[src/rtl/riscv_pkg.sv]
// Shared types and encodings for the memory stage: LSU state, StoreSrc/LoadPart codes
// and the access-size helpers used for byte enables and alignment checks.
package riscv_pkg;

    typedef enum logic [1:0] {
        IDLE   = 2'b00,
        REQ    = 2'b01,
        WAIT_R = 2'b10,
        DONE   = 2'b11
    } lsu_state_t;

    localparam logic [1:0] ST_W = 2'b00;
    localparam logic [1:0] ST_H = 2'b01;
    localparam logic [1:0] ST_B = 2'b10;

    localparam logic [2:0] LD_B  = 3'b000;
    localparam logic [2:0] LD_H  = 3'b001;
    localparam logic [2:0] LD_W  = 3'b010;
    localparam logic [2:0] LD_BU = 3'b100;
    localparam logic [2:0] LD_HU = 3'b101;

    localparam logic [1:0] SZ_B = 2'd0;
    localparam logic [1:0] SZ_H = 2'd1;
    localparam logic [1:0] SZ_W = 2'd2;

    // StoreSrc 11 falls through to a word store
    function automatic logic [1:0] store_size(input logic [1:0] src);
        case (src)
            ST_B:    return SZ_B;
            ST_H:    return SZ_H;
            default: return SZ_W;
        endcase
    endfunction

    function automatic logic [1:0] load_size(input logic [2:0] part);
        case (part)
            LD_B, LD_BU: return SZ_B;
            LD_H, LD_HU: return SZ_H;
            default:     return SZ_W;
        endcase
    endfunction

    function automatic logic [3:0] byte_enables(input logic [1:0] size, input logic [1:0] ofs);
        case (size)
            SZ_B:    return 4'b0001 << ofs;
            SZ_H:    return 4'b0011 << ofs;
            default: return 4'b1111;
        endcase
    endfunction

endpackage

[src/rtl/load_extend.sv]
// Combinational load lane select with sign/zero extension on the read-data path.
module load_extend
    import riscv_pkg::*;
(
    input  logic [31:0] rdata,
    input  logic [1:0]  offset,
    input  logic [2:0]  load_part,
    output logic [31:0] data
);

    logic [7:0]  lane_b;
    logic [15:0] lane_h;

    always_comb begin
        case (offset)
            2'd0:    lane_b = rdata[7:0];
            2'd1:    lane_b = rdata[15:8];
            2'd2:    lane_b = rdata[23:16];
            default: lane_b = rdata[31:24];
        endcase
        lane_h = offset[1] ? rdata[31:16] : rdata[15:0];

        case (load_part)
            LD_B:    data = {{24{lane_b[7]}}, lane_b};
            LD_H:    data = {{16{lane_h[15]}}, lane_h};
            LD_BU:   data = {24'd0, lane_b};
            LD_HU:   data = {16'd0, lane_h};
            default: data = rdata;
        endcase
    end

endmodule

[src/rtl/load_store_unit.sv]
// MEM-stage load/store unit driving a req/gnt/rvalid data bus and stalling until done.
// Optional bus timeout with BusErrM pulse: define LSU_TIMEOUT_EN.
module load_store_unit
    import riscv_pkg::*;
#(
    parameter int TIMEOUT_CYCLES = 255,
    parameter int TO_W           = 8
) (
    input  logic        clk,
    input  logic        rst_n,
    input  logic        MemWriteM,
    input  logic        MemReadM,
    input  logic [1:0]  StoreSrcM,
    input  logic [2:0]  LoadPartM,
    input  logic [31:0] ALUResultM,
    input  logic [31:0] WriteDataM,
    output logic        StallM,
    output logic        MisalignM,
    output logic        BusErrM,
    output logic [31:0] LoadDataM,
    output logic        mem_req,
    output logic        mem_we,
    output logic [31:0] mem_addr,
    output logic [3:0]  mem_be,
    output logic [31:0] mem_wdata,
    input  logic        mem_gnt,
    input  logic        mem_rvalid,
    input  logic [31:0] mem_rdata
);

    lsu_state_t  state, next_state;
    logic        access, misalign, start, timeout;
    logic [1:0]  size;
    logic [1:0]  offset;
    logic [2:0]  load_part;
    logic [31:0] ext_data;
    logic [31:0] store_data;

    // A write wins when both controls are raised
    assign access    = MemWriteM | MemReadM;
    assign size      = MemWriteM ? store_size(StoreSrcM) : load_size(LoadPartM);
    assign misalign  = ((size == SZ_H) && ALUResultM[0]) ||
                       ((size == SZ_W) && (ALUResultM[1:0] != 2'b00));
    assign MisalignM = (state == IDLE) && access && misalign;
    assign start     = (state == IDLE) && access && !misalign;
    assign mem_req   = (state == REQ);

    always_comb begin
        case (size)
            SZ_B:    store_data = {4{WriteDataM[7:0]}};
            SZ_H:    store_data = {2{WriteDataM[15:0]}};
            default: store_data = WriteDataM;
        endcase
    end

    always_comb begin
        next_state = state;
        StallM     = 1'b0;
        case (state)
            IDLE: begin
                if (start) begin
                    StallM     = 1'b1;
                    next_state = REQ;
                end
            end
            REQ: begin
                StallM = 1'b1;
                if (mem_gnt)
                    next_state = mem_we ? DONE : WAIT_R;
                else if (timeout)
                    next_state = DONE;
            end
            WAIT_R: begin
                StallM = 1'b1;
                if (mem_rvalid || timeout)
                    next_state = DONE;
            end
            DONE:    next_state = IDLE;
            default: next_state = IDLE;
        endcase
    end

    always_ff @(posedge clk or negedge rst_n) begin
        if (!rst_n) begin
            state     <= IDLE;
            mem_we    <= 1'b0;
            mem_addr  <= 32'd0;
            mem_be    <= 4'd0;
            mem_wdata <= 32'd0;
            load_part <= LD_W;
            offset    <= 2'd0;
            LoadDataM <= 32'd0;
        end else begin
            state <= next_state;
            if (start) begin
                mem_we    <= MemWriteM;
                mem_addr  <= {ALUResultM[31:2], 2'b00};
                mem_be    <= byte_enables(size, ALUResultM[1:0]);
                mem_wdata <= store_data;
                load_part <= LoadPartM;
                offset    <= ALUResultM[1:0];
            end
            if ((state == WAIT_R) && mem_rvalid)
                LoadDataM <= ext_data;
        end
    end

    load_extend u_load_extend (
        .rdata     (mem_rdata),
        .offset    (offset),
        .load_part (load_part),
        .data      (ext_data)
    );

`ifdef LSU_TIMEOUT_EN
    logic [TO_W-1:0] to_cnt;

    assign timeout = (to_cnt == TO_W'(TIMEOUT_CYCLES - 1));

    // Counter restarts on every state change, so it is zero on entry to REQ/WAIT_R
    always_ff @(posedge clk or negedge rst_n) begin
        if (!rst_n) begin
            to_cnt  <= '0;
            BusErrM <= 1'b0;
        end else begin
            BusErrM <= timeout && (((state == REQ) && !mem_gnt) ||
                                   ((state == WAIT_R) && !mem_rvalid));
            if (next_state != state)
                to_cnt <= '0;
            else if ((state == REQ) || (state == WAIT_R))
                to_cnt <= to_cnt + 1'b1;
        end
    end
`else
    logic unused_cfg;

    assign timeout    = 1'b0;
    assign BusErrM    = 1'b0;
    assign unused_cfg = (TIMEOUT_CYCLES > 0) && (TO_W > 0);
`endif

endmodule

[config.mk]
export PLATFORM = sky130hd
export DESIGN_NAME = load_store_unit
export DESIGN_NICKNAME = d
export VERILOG_FILES = /design/src/rtl/riscv_pkg.sv /design/src/rtl/load_extend.sv /design/src/rtl/load_store_unit.sv
export SDC_FILE = /design/constraint.sdc
export NUM_CORES = 1
export LEC_CHECK = 0
export BUFFER_PORTS_ARGS = -buffer_cell sky130_fd_sc_hd__buf_2
export CAP_MARGIN = 20
export CORE_MARGIN = 5
export CORE_UTILIZATION = 44
export DETAILED_ROUTE_END_ITERATION = 8
export PLACE_DENSITY = 0.75
export SLEW_MARGIN = 20
export SYNTH_ARGS = -nofsm -noshare
export SYNTH_HDL_FRONTEND = slang
export SYNTH_SLANG_ARGS = --single-unit
[constraint.sdc]
create_clock -name clk -period 1.7 [get_ports clk]
set_input_delay 0.085 -clock clk [delete_from_list [all_inputs] [get_ports clk]]
set_output_delay 0.085 -clock clk [all_outputs]
set_load 0.01 [all_outputs]
======== Word level (Yosys, flattened, before mapping) ========
Index checks and enable logic that the tools add are counted.
word-level totals
  bits in registers ....................... 106
  bits of input ports ..................... 107
  output and inout bits ................... 105
  word-level logic and storage cells ...... 62
operators by class
  equal/unequal tests ..................... 18
  shifts and indexed selects .............. 2
  muxes and demuxes ....................... 15
  bitwise logic cells ..................... 1
  reduce and logical (&&, ||, !) cells .... 18
operators with widths
  kind                                                                   count
  32-bit case mux with 4 select lines                                    1
  32-bit case mux with 2 select lines                                    1
  8-bit case mux with 3 select lines                                     1
  16-bit 2-to-1 mux                                                      1
  3-bit equality test, second input constant                             4
  2-bit equality test, second input constant                             5
  2-bit by 1-bit equality test with 1-bit output, second input constant  4
  2-bit 2-to-1 mux                                                       4
  2-bit case mux with 2 select lines                                     2
  2-bit case mux with 4 select lines                                     1
  4-bit case mux with 2 select lines                                     1
  3-bit by 1-bit equality test with 1-bit output, second input constant  2
  1-bit logical AND                                                      6
  2-bit logical NOT                                                      3
  3-bit logical NOT                                                      2
  2-bit OR reduction                                                     3
  2-bit != test, second input constant                                   2
  1-bit by 2-bit << shifter with 4-bit output, first input constant      1
  2-bit by 2-bit << shifter with 4-bit output, first input constant      1
  3-bit AND reduction                                                    1
  1-bit 2-to-1 mux                                                       2
  2-bit by 1-bit != test with 1-bit output, second input constant        1
  1-bit case mux with 2 select lines                                     1
  2-bit nonzero test                                                     1
  other kinds (3)                                                        3

======== Logic depth before layout (Yosys ltp) ========
Gate-level depths: netlist of run 1.
  word-level depth ........................ 11
  mapped depth ............................ 9
  depth with buffers taken out ............ 6

======== By module ========
A second synthesis of run 1 with hierarchy kept.
unflattened totals
  cell total of the unflattened synthesis .. 484
  area, all modules ....................... 5440.2 um^2
by module, submodules not included
  module           times used  cells an instance  area an instance (um^2)  sequential area each (um^2)
  load_store_unit  1           353                4717.0                   2653.8
  load_extend      1           131                723.2                    0.0

======== Least setup slack after synthesis of run 1 ========
Ideal clock, no wire load.
  path kind ............................... reg-to-reg
  start point ............................. reg state[0]
  end point ............................... reg mem_addr[18]
  setup time .............................. 0.125 ns
  arrival time ............................ 1.719 ns
  required time ........................... 1.575 ns
  path slack .............................. -0.144 ns
  cell stages (with the launch flop) ...... 8
  buffers on the path ..................... 2
  period minus slack after synthesis ...... 1.844 ns
  cells stage by stage .................... dfrtp_1 inv_1 ha_1 o21ai_2 nor3_2 buf_4 buf_6 mux2_2
between the ends
  word-level cells in the longest chain between the ends .. 3
RTL lines
  what                             RTL line               text
  from (decl)                      load_store_unit.sv:31  lsu_state_t state, next_state;
  from (signal assigned)           load_store_unit.sv:94  state <= next_state;
  2-bit logical NOT                load_store_unit.sv:45  assign start = (state == IDLE) && access && !misalign;
  1-bit logical AND (2 in series)  load_store_unit.sv:45
  to (signal assigned)             load_store_unit.sv:97  mem_addr <= {ALUResultM[31:2], 2'b00};
  to (decl)                        load_store_unit.sv:23  output logic [31:0] mem_addr,
No other way between the ends.
A chain may end at the register's enable or synchronous reset.

======== Worst setup path in the final report of run 1 ========
  start point ............................. reg state[0]
  end point ............................... reg mem_addr[14]
The elaborated chain is that of the path after synthesis.

==> results of run 1 <==
[how the worst max path moves through the flow]
stage,endpoint,slack (ns),cells after the start
after floorplan,mem_addr[18],-0.07,9
after global placement,mem_wdata[24],-0.19,9
after detailed placement,mem_wdata[24],-0.26,9
after CTS,StallM,-0.009,7
after global routing,mem_addr[10],-0.04,7
final,mem_addr[14],0.04,7
[sequential cells by signal, summed over array words and instances (netlist names)]
register	count
mem_addr	30
state	2
mem_we	1
load_part	3
mem_wdata	32
offset	2
LoadDataM	32
mem_be	4
[cell families after synthesis]
logic type / share of synthesized area, %
DFF: 51.2
muxes: 14.3
buffers and inverters: 4.83
AOI/OAI and AO/OA: 15.7
other: 0.0724
xor gates and xnor gates: 0.338
adders and majority gates: 1.21
and+or+nand+nor: 12.3
[timing repair]
action                                 4_1_cts  5_1_grt
gates cloned                                 1        2
endpoints found under the hold margin       72        0
resized for setup                            8       23
pin swaps                                    2        3
hold buffers                                47        0
setup buffers                                5        5
setup endpoints to repair                   71       84
[through the flow]
| stage | utilization [%] | cells |
|---|---|---|
| floorplan | - | 489 |
| global placement | 58.1 | 840 |
| detailed placement | 58.1 | 840 |
| CTS | 65.6 | 909 |
| global route | 67.0 | 915 |
| finish | 67.0 | 915 |
[placed cells by master, fill, tap and decap left out, types with 3 or more instances in the layout]
master and n:
buf_12 7, mux2_2 38, ha_4 3, buf_2 207
a21oi_1 20, nor2_1 5, a2bb2o_1 6, mux2i_1 9
conb_1 3, dfrtp_1 105, or3_1 8, a31oi_1 40
buf_4 38, nand2_1 66, clkbuf_16 10, a222oi_1 7
inv_1 8, nand3_1 33, mux2_4 16, nand2b_1 10
dlygate4sd3_1 47, o21ai_0 20, buf_6 3
[worst register-to-register path, cell delays in order, from the launching register on]
cell and delay [ns]:
dfrtp_1 0.39, inv_2 0.09, ha_4 0.17, o21ai_4 0.07, nor3_4 0.15, buf_12 0.15
buf_12 0.16, mux2_2 0.37
[final cells by class]
cell class / instances / area [sq um]
clock buffer: 12 / 256
clock inverter: 4 / 33.8
fill: 848 / 3790
inverter: 11 / 53.8
multi-input combinational: 333 / 2460
sequential: 106 / 2650
tap: 143 / 179
timing repair buffer: 306 / 2050
[per-layer routing]
layer | share of wire [%] | global-route usage, % | up-vias | routed length [microns]
li1 | - | - | 2329 | -
met1 | 39 | 30.2 | 2498 | 6740
met2 | 49 | 40.3 | 330 | 8530
met3 | 9.9 | 6.16 | 37 | 1730
met4 | 2.5 | 8.65 | 0 | 432
met5 | 0 | 0 | - | 0
[Yosys cell counts (3+ instances only)]
library cell,count,share of area [%]
clkbuf_1,20,1.4
a31oi_1,40,4.8
mux2i_1,9,1.7
buf_4,6,0.87
mux2_2,54,12
dfrtp_1,105,51
or3_1,8,0.97
nor2_1,5,0.36
o21a_1,3,0.43
inv_1,11,0.80
buf_6,3,0.65
nand2_1,68,4.9
ha_1,5,1.2
a2bb2o_1,6,1.2
buf_2,10,0.97
nand2b_1,11,1.3
o21ai_2,3,0.51
a21oi_1,21,2.0
nand3_1,34,3.3
o21ai_0,20,1.9
a222oi_1,7,1.4
[power groups by stage]
| stage | sequential, mW | combinational, mW | clock [mW] |
|---|---|---|---|
| finish | 4.58 | 6.44 | 2.05 |
| global route | 4.74 | 6.97 | 2.20 |
| CTS | 4.52 | 6.14 | 2.09 |
| detailed placement | 4.55 | 5.83 | 0 |
| global placement | 4.50 | 5.64 | 0 |
| floorplan | 5.00 | 2.91 | 0 |
==> results.py, run 1 <==
metrics = {
    "setup_path": {
        "r2r-start": "state[0]",
        "crit_path_max_incr_delay_ns": 0.39,
        "arrival_ns": 1.90,
        "cp_cell_sequence": "inv_2, ha_4, o21ai_4, nor3_4, buf_12, buf_12, mux2_2",
        "critical_path.slowest_cell": "dfrtp_1",
        "critPathLaunch": "state[0]",
        "cp.required_ns": 1.94,
        "r2r_cells": 7,
        "cp_top_family": "buffers and inverters",
        "r2r_end": "mem_addr[14]",
        "critPathLaunchType": "flop",
        "path_class": "reg -> reg",
        "critPathBufInv": 3,
        "worstSetupEndpointType": "flop",
        "crit_fanout": 18,
        "reg2reg_slack_ns": 0.04,
        "cp_common_cell": "buf_12",
    },
    "place": {
        "hpwl_microns": 11600,
        "routabilityCongestion": 0.881,
        "place_area_sq_um": 6660,
        "port_buffers": 208,
        "place_ws_ns": -0.263,
    },
    "finish": {
        "antennaDiodeCount": 0,
        "final_cell_area_sq_um": 7680,
        "drive_above_1_share_pct": 45.6,
        "area_delta_synth_final_pct": 48.3,
        "nNetsFinal": 879,
    },
    "clock_tree": {
        "clk_pin_slew_ns": 0.07,
        "cts_buffer_depth": 2,
        "clkSinkCount": 106,
        "root_buffer": "clkbuf_16",
        "htreeDepth": 3,
        "tritoncts": "yes",
        "clk_latency_ns": 0.35,
        "cts_buffers": 9,
    },
    "min_path": {
        "hold_class": "in -> reg",
        "hold-path-endpoint": "LoadDataM[26]",
        "min_from": "mem_rdata[26]",
        "holdPathStages": 3,
    },
    "global_routing": {
        "grt.overflow.total": 0,
        "grt_usage_pct": 24.0,
        "antenna_found_initial": 0,
        "grt_first_pass_wirelength_microns": 27600,
        "grt_pass1_vias": 5316,
        "grt_max_degree": 59,
    },
    "floorplanning": {
        "coreArea_sq_um": 11500,
        "dieHeight_microns": 119,
        "row_count": 39,
        "die_w_microns": 119,
        "die_area_sq_um": 14000,
        "start_util_pct": 45.2,
        "pin_count": 212,
    },
    "timing": {
        "rsz0062_at_grt": "yes",
        "period_share_pct": 97.7,
        "setup_tns_ns": 0,
        "holdWs_ns": 0.00938,
        "period_minus_slack_ns": 1.66,
        "setup_violations": 0,
        "fin_ws_ns": 0.0384,
        "maxSlewViolCount": 0,
        "skew_ns": 0.00869,
        "hold_viol_final": 0,
        "fmax_ghz": 0.602,
    },
    "outcome": {
        "status": "complete, no violations",
    },
    "synth": {
        "synth_edf_count": 0,
        "yosys_register_bits": 106,
        "ys.flop_type": "dfrtp_1",
        "syn-cell-area_sq_um": 5180,
        "syn_area_per_cell_sq_um": 10.6,
        "synthArstFlopShare_pct": 100,
        "syn_inst": 487,
        "yosysWarnings": 0,
        "yosys.cell_types.count": 53,
        "synth_seq_area_share_pct": 51.2,
    },
    "route": {
        "dr.pass1.iters": 7,
        "drt-initial-drc-count": 395,
        "wirelength_microns": 17400,
        "via_count": 5194,
        "drtAntennaViolNets": 0,
        "drcViolationCount": 0,
        "avgRoutedWirePerCell_microns": 19.0,
        "viasPerCell": 5.68,
    },
    "power_and_ir_drop": {
        "p_sw_share_pct": 38.5,
        "powerDensity_nw_per_um2": 1700,
        "switchingPower_mw": 5.03,
        "ir_drop_mv": 1.03,
        "comb_power_share_pct": 49.3,
        "p_seq_share_pct": 35.0,
        "power.total_mw": 13.1,
        "p_leak_nw": 3.73,
        "p_int_mw": 8.04,
        "clockPowerShare_pct": 15.7,
    },
    "job": {
        "cap_violations": 0,
    },
}
(Power assumes the default switching activity.)
==> inputs of run 2 (changes only) <==
==> constraint.sdc (replaced) <==
create_clock -name clk -period 1.7 [get_ports clk]
set_input_delay 0.34 -clock clk [delete_from_list [all_inputs] [get_ports clk]]
set_output_delay 0.34 -clock clk [all_outputs]
set_load 0.01 [all_outputs]
==> results.py, run 2 (synthesized netlist as in run 1, its figures left out) <==
metrics = {
    "outcome": {
        "failed_checks": "setup timing",
        "status": "complete, but fails checks",
    },
    "place": {
        "placedCellCount": 854,
        "port_buffers": 208,
        "place_ws_ns": -0.540,
        "place_area_sq_um": 6820,
        "hpwl_microns": 12000,
        "routabilityCongestion": 0.885,
    },
    "timing": {
        "period_minus_slack_ns": 1.85,
        "holdWs_ns": 0.220,
        "slew_headroom_pct": 60.0,
        "setup_violations": 50,
        "worstMarginPinSlew_ns": 0.597,
        "rsz0062_at_grt": "yes",
        "fin_ws_ns": -0.150,
        "period_share_pct": 109,
        "maxSlewViolCount": 0,
        "skew_ns": 0.00468,
        "fmax_ghz": 0.540,
        "hold_viol_final": 0,
    },
    "finish": {
        "drive_above_1_share_pct": 51.1,
        "layout_common_cells": "buf_2 (205), dfrtp_1 (105), nand2_1 (67)",
        "area_delta_synth_final_pct": 47.6,
        "antennaDiodeCount": 0,
        "nNetsFinal": 851,
        "layout_commonest_cell": "buf_2",
        "finalNonFillerCells": 887,
        "fin_util_pct": 66.7,
        "final_cell_area_sq_um": 7650,
        "biggestRegsByFlops": "LoadDataM (32), mem_wdata (32), mem_addr (30)",
    },
    "floorplanning": {
        "die_w_microns": 119,
        "pin_count": 212,
        "die_area_sq_um": 14000,
        "coreArea_sq_um": 11500,
        "row_count": 39,
        "dieHeight_microns": 119,
        "start_util_pct": 45.2,
    },
    "global_routing": {
        "grt_max_degree": 51,
        "grt_first_pass_wirelength_microns": 26800,
        "antenna_found_initial": 0,
        "grt.overflow.total": 0,
        "grt_pass1_vias": 5106,
        "grt_usage_pct": 23.2,
    },
    "clock_tree": {
        "clk_latency_ns": 0.35,
        "cts_buffers": 9,
        "clkSinkCount": 106,
        "root_buffer": "clkbuf_16",
        "cts_buffer_depth": 2,
        "htreeDepth": 3,
        "clk_pin_slew_ns": 0.07,
        "tritoncts": "yes",
    },
    "setup_path": {
        "reg2reg_slack_ns": 0,
        "arrival_ns": 1.51,
        "r2r_end": "mem_addr[23]",
        "worstSetupEndpointType": "output pin",
        "r2r-start": "state[1]",
        "crit_fanout": 3,
        "r2r_cells": 7,
        "path_class": "in -> out",
        "critPathLaunchType": "input pin",
        "cp.required_ns": 1.36,
    },
    "route": {
        "drcViolationCount": 0,
        "drt-initial-drc-count": 392,
        "viasPerCell": 5.59,
        "dr.pass1.iters": 5,
        "via_count": 4956,
        "drtAntennaViolNets": 0,
        "avgRoutedWirePerCell_microns": 19.1,
        "wirelength_microns": 17000,
    },
    "min_path": {
        "hold_class": "in -> reg",
        "holdPathStages": 2,
        "hold-path-endpoint": "mem_addr[13]",
        "min_from": "ALUResultM[13]",
    },
    "power_and_ir_drop": {
        "p_leak_nw": 3.75,
        "powerDensity_nw_per_um2": 1780,
        "ir_drop_mv": 1.54,
    },
    "job": {
        "cap_violations": 0,
    },
}
-- run 2: worst max-delay path by stage --
stage / from / endpoint / slack (ns) / cells after the start
global placement: StoreSrcM[1] / mem_wdata[21] / -0.48 / 9
detailed placement: StoreSrcM[1] / mem_wdata[23] / -0.54 / 9
CTS: state[1] / StallM / -0.15 / 6
global route: StoreSrcM[1] / StallM / -0.20 / 9
floorplan: StoreSrcM[1] / mem_addr[18] / -0.34 / 9
finish: StoreSrcM[1] / StallM / -0.15 / 9
-- run 2: layout make-up --
class / instances / area [sq um]
Fill cell: 884 / 3820
Sequential cell: 106 / 2650
Multi-Input combinational cell: 332 / 2570
Timing Repair Buffer: 279 / 1860
Clock buffer: 11 / 243
Tap cell: 143 / 179
Clock inverter: 5 / 85.1
Inverter: 11 / 53.8
-- run 2: repair_timing --
| item | 4_1_cts | 5_1_grt |
|---|---|---|
| hold buffers | 1 | 0 |
| gates cloned | 4 | 5 |
| buffers inserted | 11 | 2 |
| pin swaps | 6 | 2 |
| endpoints found under the setup margin | 54 | 91 |
| endpoints found under the hold margin | 10 | 0 |
| gates resized for setup | 45 | 21 |
-- run 2: worst max-delay path, stage by stage --
cell	delay (ns)
buf_8	0.09
inv_12	0.03
ha_4	0.24
xor2_2	0.15
buf_4	0.14
o21ai_4	0.14
nand3_2	0.12
a21oi_2	0.12
buf_2	0.14
-- run 2: power by group --
group | internal [mW] | switching, mW
sequential | 3.78 | 0.750
combinational | 3.47 | 3.36
clock | 1.34 | 0.936
-- run 2: layer usage --
layer,track usage (%),vias to the layer above,routed length (microns)
li1,-,2269,-
met1,28.8,2402,6570
met2,39.7,267,8500
met3,7.31,18,1640
met4,5.81,0,267
met5,0,-,0
-- run 2: per-stage QoR --
step           setup TNS, ns  power, mW
6_report               -3.11       13.6
3_3_place_gp          -28.75       10.3
5_1_grt                -4.43       14.5
3_5_place_dp          -32.37       10.5
4_1_cts                -2.65       13.5
2_1_floorplan         -14.76       7.92
